**src/rtl/asg_memory_reader.sv**
```systemverilog
// ASG sequence memory read side: streams n terms from addresses 0..n-1.
// Optional macro ASG_READ_VERIFY_EN adds an arithmetic-progression compare.
module asg_memory_reader #(
   parameter int ADDR_W = 10,
   parameter int DATA_W = 32
) (
   input  logic              clk,
   input  logic              rst_n,
   input  logic              start,
   input  logic [31:0]       n,
   output logic              mem_read_enable,
   output logic [ADDR_W-1:0] mem_address,
   input  logic [DATA_W-1:0] mem_read_data,
   output logic              out_valid,
   output logic [DATA_W-1:0] out_data,
   output logic              out_last,
   input  logic              out_ready,
   output logic              busy,
   output logic              sequence_read_complete
`ifdef ASG_READ_VERIFY_EN
   ,
   input  logic [DATA_W-1:0] a1,
   input  logic [DATA_W-1:0] d,
   output logic              mismatch,
   output logic [15:0]       error_count
`endif
);

   localparam int CW = ADDR_W + 1;
   localparam logic [CW-1:0] MAX_TERMS = {1'b1, {ADDR_W{1'b0}}};

   typedef enum logic [1:0] {
      S_IDLE,
      S_READ,
      S_DRAIN,
      S_DONE
   } state_t;

   state_t state, state_nx;

   logic [CW-1:0]     n_lat;
   logic [CW-1:0]     n_clamp;
   logic [CW-1:0]     issued;
   logic [CW-1:0]     popped;
   logic              inflight;
   logic [DATA_W-1:0] fifo_mem [2];
   logic              wr_ptr;
   logic              rd_ptr;
   logic [1:0]        fifo_count;
   logic [1:0]        occ;
   logic              push;
   logic              pop;
   logic              issue;
   logic              start_acc;

   assign n_clamp   = (n > 32'(MAX_TERMS)) ? MAX_TERMS : n[CW-1:0];
   assign push      = inflight;
   assign out_valid = (fifo_count != 2'd0);
   assign out_data  = fifo_mem[rd_ptr];
   assign pop       = out_valid & out_ready;
   assign out_last  = out_valid & (popped == n_lat - 1'b1);

   // Occupancy as seen after this edge; counting the pop keeps full rate.
   assign occ = fifo_count + {1'b0, inflight} - {1'b0, pop};

   always_comb begin
      state_nx               = state;
      issue                  = 1'b0;
      start_acc              = 1'b0;
      mem_read_enable        = 1'b0;
      mem_address            = '0;
      busy                   = 1'b0;
      sequence_read_complete = 1'b0;
      unique case (state)
         S_IDLE: begin
            if (start) begin
               start_acc = 1'b1;
               state_nx  = (n_clamp == '0) ? S_DONE : S_READ;
            end
         end
         S_READ: begin
            busy = 1'b1;
            if ((issued != n_lat) && !occ[1]) begin
               issue           = 1'b1;
               mem_read_enable = 1'b1;
               mem_address     = issued[ADDR_W-1:0];
               if (issued + 1'b1 == n_lat)
                  state_nx = S_DRAIN;
            end
         end
         S_DRAIN: begin
            busy = 1'b1;
            if (pop && (popped + 1'b1 == n_lat))
               state_nx = S_DONE;
         end
         S_DONE: begin
            sequence_read_complete = 1'b1;
            if (!start)
               state_nx = S_IDLE;
         end
         default: state_nx = S_IDLE;
      endcase
   end

   always_ff @(posedge clk or negedge rst_n) begin
      if (!rst_n) begin
         state       <= S_IDLE;
         n_lat       <= '0;
         issued      <= '0;
         popped      <= '0;
         inflight    <= 1'b0;
         fifo_mem[0] <= '0;
         fifo_mem[1] <= '0;
         wr_ptr      <= 1'b0;
         rd_ptr      <= 1'b0;
         fifo_count  <= 2'd0;
      end else begin
         state    <= state_nx;
         inflight <= issue;
         if (start_acc) begin
            n_lat  <= n_clamp;
            issued <= '0;
            popped <= '0;
         end else begin
            if (issue)
               issued <= issued + 1'b1;
            if (pop)
               popped <= popped + 1'b1;
         end
         if (push) begin
            fifo_mem[wr_ptr] <= mem_read_data;
            wr_ptr           <= ~wr_ptr;
         end
         if (pop)
            rd_ptr <= ~rd_ptr;
         unique case ({push, pop})
            2'b10:   fifo_count <= fifo_count + 2'd1;
            2'b01:   fifo_count <= fifo_count - 2'd1;
            default: fifo_count <= fifo_count;
         endcase
      end
   end

`ifdef ASG_READ_VERIFY_EN
   logic [DATA_W-1:0] expected;
   logic [DATA_W-1:0] d_lat;
   logic              bad;

   assign bad = (out_data != expected);

   always_ff @(posedge clk or negedge rst_n) begin
      if (!rst_n) begin
         expected    <= '0;
         d_lat       <= '0;
         mismatch    <= 1'b0;
         error_count <= 16'd0;
      end else begin
         mismatch <= 1'b0;
         if (start_acc) begin
            expected    <= a1;
            d_lat       <= d;
            error_count <= 16'd0;
         end else if (pop) begin
            mismatch <= bad;
            expected <= expected + d_lat;
            if (bad && (error_count != 16'hFFFF))
               error_count <= error_count + 16'd1;
         end
      end
   end
`endif

endmodule
```
**config.mk**
```make
export PLATFORM = sky130hd
export DESIGN_NAME = asg_memory_reader
export DESIGN_NICKNAME = d
export VERILOG_FILES = /design/src/rtl/asg_memory_reader.sv
export SDC_FILE = /design/constraint.sdc
export NUM_CORES = 1
export LEC_CHECK = 0
export CELL_PAD_IN_SITES_DETAIL_PLACEMENT = 1
export CELL_PAD_IN_SITES_GLOBAL_PLACEMENT = 1
export CORE_MARGIN = 4
export CORE_UTILIZATION = 50
export DETAILED_ROUTE_END_ITERATION = 8
export DONT_BUFFER_PORTS = 1
export GPL_TIMING_DRIVEN = 0
export PLACE_DENSITY_LB_ADDON = 0.1
export SKIP_LAST_GASP = 1
export SYNTH_ARGS = -nofsm -noshare
export SYNTH_HDL_FRONTEND = slang
export SYNTH_SLANG_ARGS = --single-unit
export TNS_END_PERCENT = 100
```
**constraint.sdc**
```tcl
create_clock -name clk -period 5.1 [get_ports clk]
set_input_delay 1.53 -clock clk [delete_from_list [all_inputs] [get_ports clk]]
set_output_delay 1.53 -clock clk [all_outputs]
set_load 0.1 [all_outputs]
```
Word level (Yosys, flattened, before mapping)
Index checks and enable logic that the tools add are counted.

word-level totals
  register bits = 104
  bits of input ports = 68

operators by class
  add/sub/neg operators = 7
  magnitude comparators = 4
  equality and inequality tests = 14
  mux-type cells = 27
  bitwise gates (word level) = 6
  reduce and logical (&&, ||, !) cells = 12

operators by type and width
  cell                                                                               number
  32-bit two-way mux                                                                 4
  64-bit bitwise mux                                                                 1
  11-bit two-way mux                                                                 5
  11-bit == test                                                                     3
  32-bit demux with 1-bit select                                                     1
  32-bit by 11-bit greater-than comparator with 1-bit output, second input constant  1
  11-bit by 1-bit adder with 11-bit output, second input constant                    2
  10-bit two-way mux                                                                 2
  2-bit two-way mux                                                                  6
  11-bit logical NOT                                                                 1
  11-bit != test                                                                     1
  11-bit by 1-bit subtractor with 11-bit output, second input constant               1
  2-bit != test, second input constant                                               5
  2-bit one-hot mux with 4 select lines                                              1
  2-bit nonzero test                                                                 4
  2-bit == test, second input constant                                               3
  1-bit two-way mux                                                                  6
  5-bit AND reduction                                                                1
  2-bit by 1-bit == test with 1-bit output, second input constant                    2
  2-bit greater-or-equal comparator, second input constant                           2
  1-bit inverter with 2-bit output                                                   2
  2-bit one-hot mux with 2 select lines                                              1
  1-bit logical AND                                                                  3
  2-bit by 1-bit adder with 2-bit output                                             1
  other kinds (9)                                                                    11

Depth between registers and ports, before layout
  word-level depth = 9
  mapped depth = 11

Worst setup path after synthesis
No wires, ideal clock.

  path type = input to output
  start point = input out_ready
  end point = output mem_address[0]
  arrival time = 4.692 ns
  required time = 3.570 ns
  setup slack = -1.122 ns
  stages = 8
  buffers on the path = 1
  cell sequence = nand2_1 -> inv_1 -> ha_1 -> nor2b_1 -> xnor2_1 -> a311oi_4 -> clkbuf_1 -> and2_1

on the way
  cells in the longest elaborated chain, start to end = 6

ends and longest elaborated chain
  what                                         RTL line  text
  start: declaration                           17        input logic out_ready,
  1-bit AND                                    60        assign pop = out_valid & out_ready;
  net pop                                      52        logic pop;
  2-bit by 1-bit subtractor with 2-bit output  64        assign occ = fifo_count + {1'b0, inflight} - {1'b0, pop};
  1-bit logical NOT                            83        if ((issued != n_lat) && !occ[1]) begin
  1-bit logical AND                            83
  10-bit two-way mux                           83
  10-bit two-way mux                           74        unique case (state)
  end: declaration                             12        output logic [ADDR_W-1:0] mem_address,

The timed path passes the listed nets, and every way through them passes these cells.

Final worst setup path
  start point = input out_ready
  end point = output mem_address[3]

Same word-level chain as after synthesis.

==> flow_summary.json <==
{
  "cp_top_family": "simple AND/OR/NAND/NOR gates",
  "antenna_cells": 0,
  "routed_wl_um": 13900,
  "first_iter_violations": 266,
  "outcome": "complete, no violations",
  "clock-sinks": 104,
  "syn-num-nets": 593,
  "yosysWarnings": 0,
  "cts_buffers": 9,
  "cts_tree": "built",
  "crit_required_ns": 3.57,
  "whs_ns": 0.504,
  "holdPathEnd": "fifo_mem[27]",
  "synth-seq-cells": 104,
  "hpwl_um": 10500,
  "setup_viol": 0,
  "arrival_ns": 3.45,
  "syn_area_um2": 5780,
  "viasPerCell": 5.84,
  "synth_cell_types": 61,
  "maxCapViolCount": 0,
  "synth_cells": 515,
  "crit_path_max_incr_delay_ns": 0.84,
  "vias": 3942,
  "die_x_um": 116,
  "dieArea_um2": 13400,
  "regArea_um2": 2600,
  "criticalPathCategory": "in2out",
  "holdPathStages": 1,
  "dr.pass1.iters": 4,
  "htree_levels": 3,
  "synth_area_per_cell_um2": 11.2,
  "end_kind": "output port",
  "ys_seq_area_share_pct": 45.0,
  "grt_max_degree": 105,
  "multiInputGateArea_um2": 3030,
  "final.period_utilization_pct": 97.6,
  "clock.fmax_mhz": 201,
  "reg2reg_from": "fifo_count[1]",
  "slowest_stage": "nor3_4",
  "grt_setup_unrepaired": "no",
  "routedWlPerCell_um": 20.5,
  "fin_nets": 605,
  "path_max_fanout": 7,
  "drc": 0,
  "skew_ns": 0.00639,
  "synth_edf_count": 0,
  "grt_overflow": 0,
  "maxSlewHeadroom_pct": 20.8,
  "maxSlewViolCount": 0,
  "io_pins": 115,
  "synth_flop_cell": "dfrtp_1",
  "hold_viol": 0,
  "initial_utilization_pct": 50.9,
  "r2r_end": "issued[4]",
  "rows": 39,
  "first_global_vias": 4274,
  "crit_chain": "nand2_2 -> inv_2 -> ha_1 -> xnor2_1 -> xnor2_1 -> a31o_1 -> nor3_4",
  "grt_pass1_wl_um": 22200,
  "cp_common_cell": "xnor2_1",
  "critPathBufInv": 1,
  "grt_util_all_layers_pct": 21.4,
  "syn2layout_area_growth_pct": 9.76,
  "port_buffers": 0,
  "async_flop_share_pct": 100,
  "place.gp.congestion": 0.826,
  "antenna_found_initial": 0,
  "period_minus_slack_ns": 4.98,
  "insertion_delay_ns": 0.35,
  "cts_buffer_depth": 2,
  "cp-start-kind": "primary input",
  "fin_util_pct": 55.8,
  "core_area_um2": 11400,
  "rrSetupSlack_ns": 1.50,
  "ant_nets": 0,
  "drive_gt1_share_pct": 28.8,
  "fillers": 1209,
  "clk_pin_slew_worst_paths_ns": 0.07,
  "min_path_type": "reg2reg",
  "clockRootBuffer": "clkbuf_16",
  "rr_worst_depth": 11,
  "worst_slew_pin_slew_ns": 1.19,
  "min_from": "fifo_mem[27]",
  "die_height_um": 116
}
## layout make-up
type,instances,share of cell area (%)
Multi-Input combinational cell,369,47.8
Tap cell,143,2.82
Clock buffer,10,3.61
Clock inverter,6,1.56
Timing Repair Buffer,1,0.118
Buffer,30,2.42
Sequential cell,104,41.0
Inverter,12,0.709
## cells in the mapped netlist, types with 3 or more instances
master	instances	area share, %
and2_1	13	1.4
ha_1	10	2.2
nor2_1	37	2.4
xnor2_1	33	5.0
clkbuf_1	15	0.97
o21ai_1	3	0.26
o31ai_1	3	0.39
a211o_1	3	0.45
nand2_1	27	1.8
buf_1	3	0.19
buf_2	7	0.61
buf_4	4	0.52
o21ai_0	8	0.69
xor2_1	27	4.1
nand3_1	9	0.78
a21oi_1	12	1.0
nand4_1	10	1.1
inv_1	12	0.78
nor4_1	10	1.1
mux2_2	96	19
a22o_1	8	1.2
or3_1	5	0.54
dfrtp_1	104	45
nor3_1	7	0.61
## cells by family (layout without fill, tap and decap cells)
| family | Yosys count | count (layout) | synth area share [%] |
|---|---|---|---|
| AO/OA/AOI/OAI | 59 | 59 | 8.33 |
| multiplexers | 99 | 99 | 19.3 |
| AND/OR/NAND/NOR | 141 | 141 | 12.9 |
| XOR/XNOR | 60 | 60 | 9.09 |
| flip-flops | 104 | 104 | 45.0 |
| adder cells (fa/ha/maj) | 10 | 10 | 2.16 |
| buffers and inverters | 42 | 59 | 3.27 |
## worst max path at each step
| stage | startpoint | to | slack, ns | cells past startpoint |
|---|---|---|---|---|
| 2_1_floorplan | out_ready | mem_address[0] | 0.04 | 8 |
| 3_3_place_gp | out_ready | mem_address[1] | -0.31 | 8 |
| 3_5_place_dp | out_ready | mem_address[1] | -0.30 | 8 |
| 4_1_cts | out_ready | mem_address[3] | 0.09 | 7 |
| 5_1_grt | out_ready | mem_address[3] | 0.03 | 7 |
| 6_report | out_ready | mem_address[3] | 0.12 | 7 |
## metal layers
metal	wire [µm]	track usage [%]	vias to the layer above
li1	-	-	1854
met5	0	0	-
met3	758	5.69	9
met2	7230	38.2	84
met4	114	4.38	0
met1	5760	26.2	1995
## layout by cell type, fill, tap and decap left out, types with 3 or more instances in the layout
master | netlist | routed
nor4_1 | 10 | 10
xnor2_1 | 33 | 33
and2_4 | 0 | 9
dfrtp_1 | 104 | 104
nor3_1 | 7 | 6
nor2_1 | 37 | 37
nand4_1 | 10 | 10
clkbuf_16 | 0 | 9
inv_1 | 12 | 11
buf_1 | 3 | 3
a22o_1 | 8 | 8
o21ai_0 | 8 | 8
buf_4 | 4 | 5
xor2_1 | 27 | 27
or3_1 | 5 | 5
and2_1 | 13 | 4
clkbuf_1 | 15 | 15
o31ai_1 | 3 | 3
o21ai_1 | 3 | 3
mux2_2 | 96 | 96
a21oi_1 | 12 | 11
a211o_1 | 3 | 3
nand2_1 | 27 | 26
nand3_1 | 9 | 9
buf_2 | 7 | 7
ha_1 | 10 | 10
## per-stage QoR
step | cell area [µm²] | setup WS, ns | TNS (ns) | cells
detailed placement | 6010 | -0.297 | -2.66 | 658
global route | 6350 | 0.0290 | 0 | 675
finish | 6350 | 0.121 | 0 | 675
floorplan | 5830 | 0.0420 | 0 | 515
global placement | 6010 | -0.308 | -2.76 | 658
CTS | 6350 | 0.0865 | 0 | 675
## what timing repair did
action                                 in CTS  in global routing
endpoints found under the hold margin       0                  0
hold buffers                                0                  0
setup endpoints to repair                  11                  0
buffers inserted                            1                  0
gates resized for setup                     3                  0
## state kept, by name (all words and copies together), names as in the netlist
signal	count
popped	11
state	2
fifo_mem	64
wr_ptr	1
issued	11
rd_ptr	1
inflight	1
fifo_count	2
n_lat	11
## worst register-to-register path, cell delays in order (launching register included)
cell,delay [ns]
dfrtp_1,0.42
or2_2,0.56
nand2_2,0.25
inv_2,0.10
ha_1,0.20
xnor2_1,0.21
xnor2_1,0.18
a31o_1,0.28
nor3_4,0.84
nand2_1,0.18
xor2_1,0.19
nor2_1,0.06
Power is left out: the tool's default activity adds up to more than one toggle a clock period on the data nets, which glitch-free logic cannot reach.
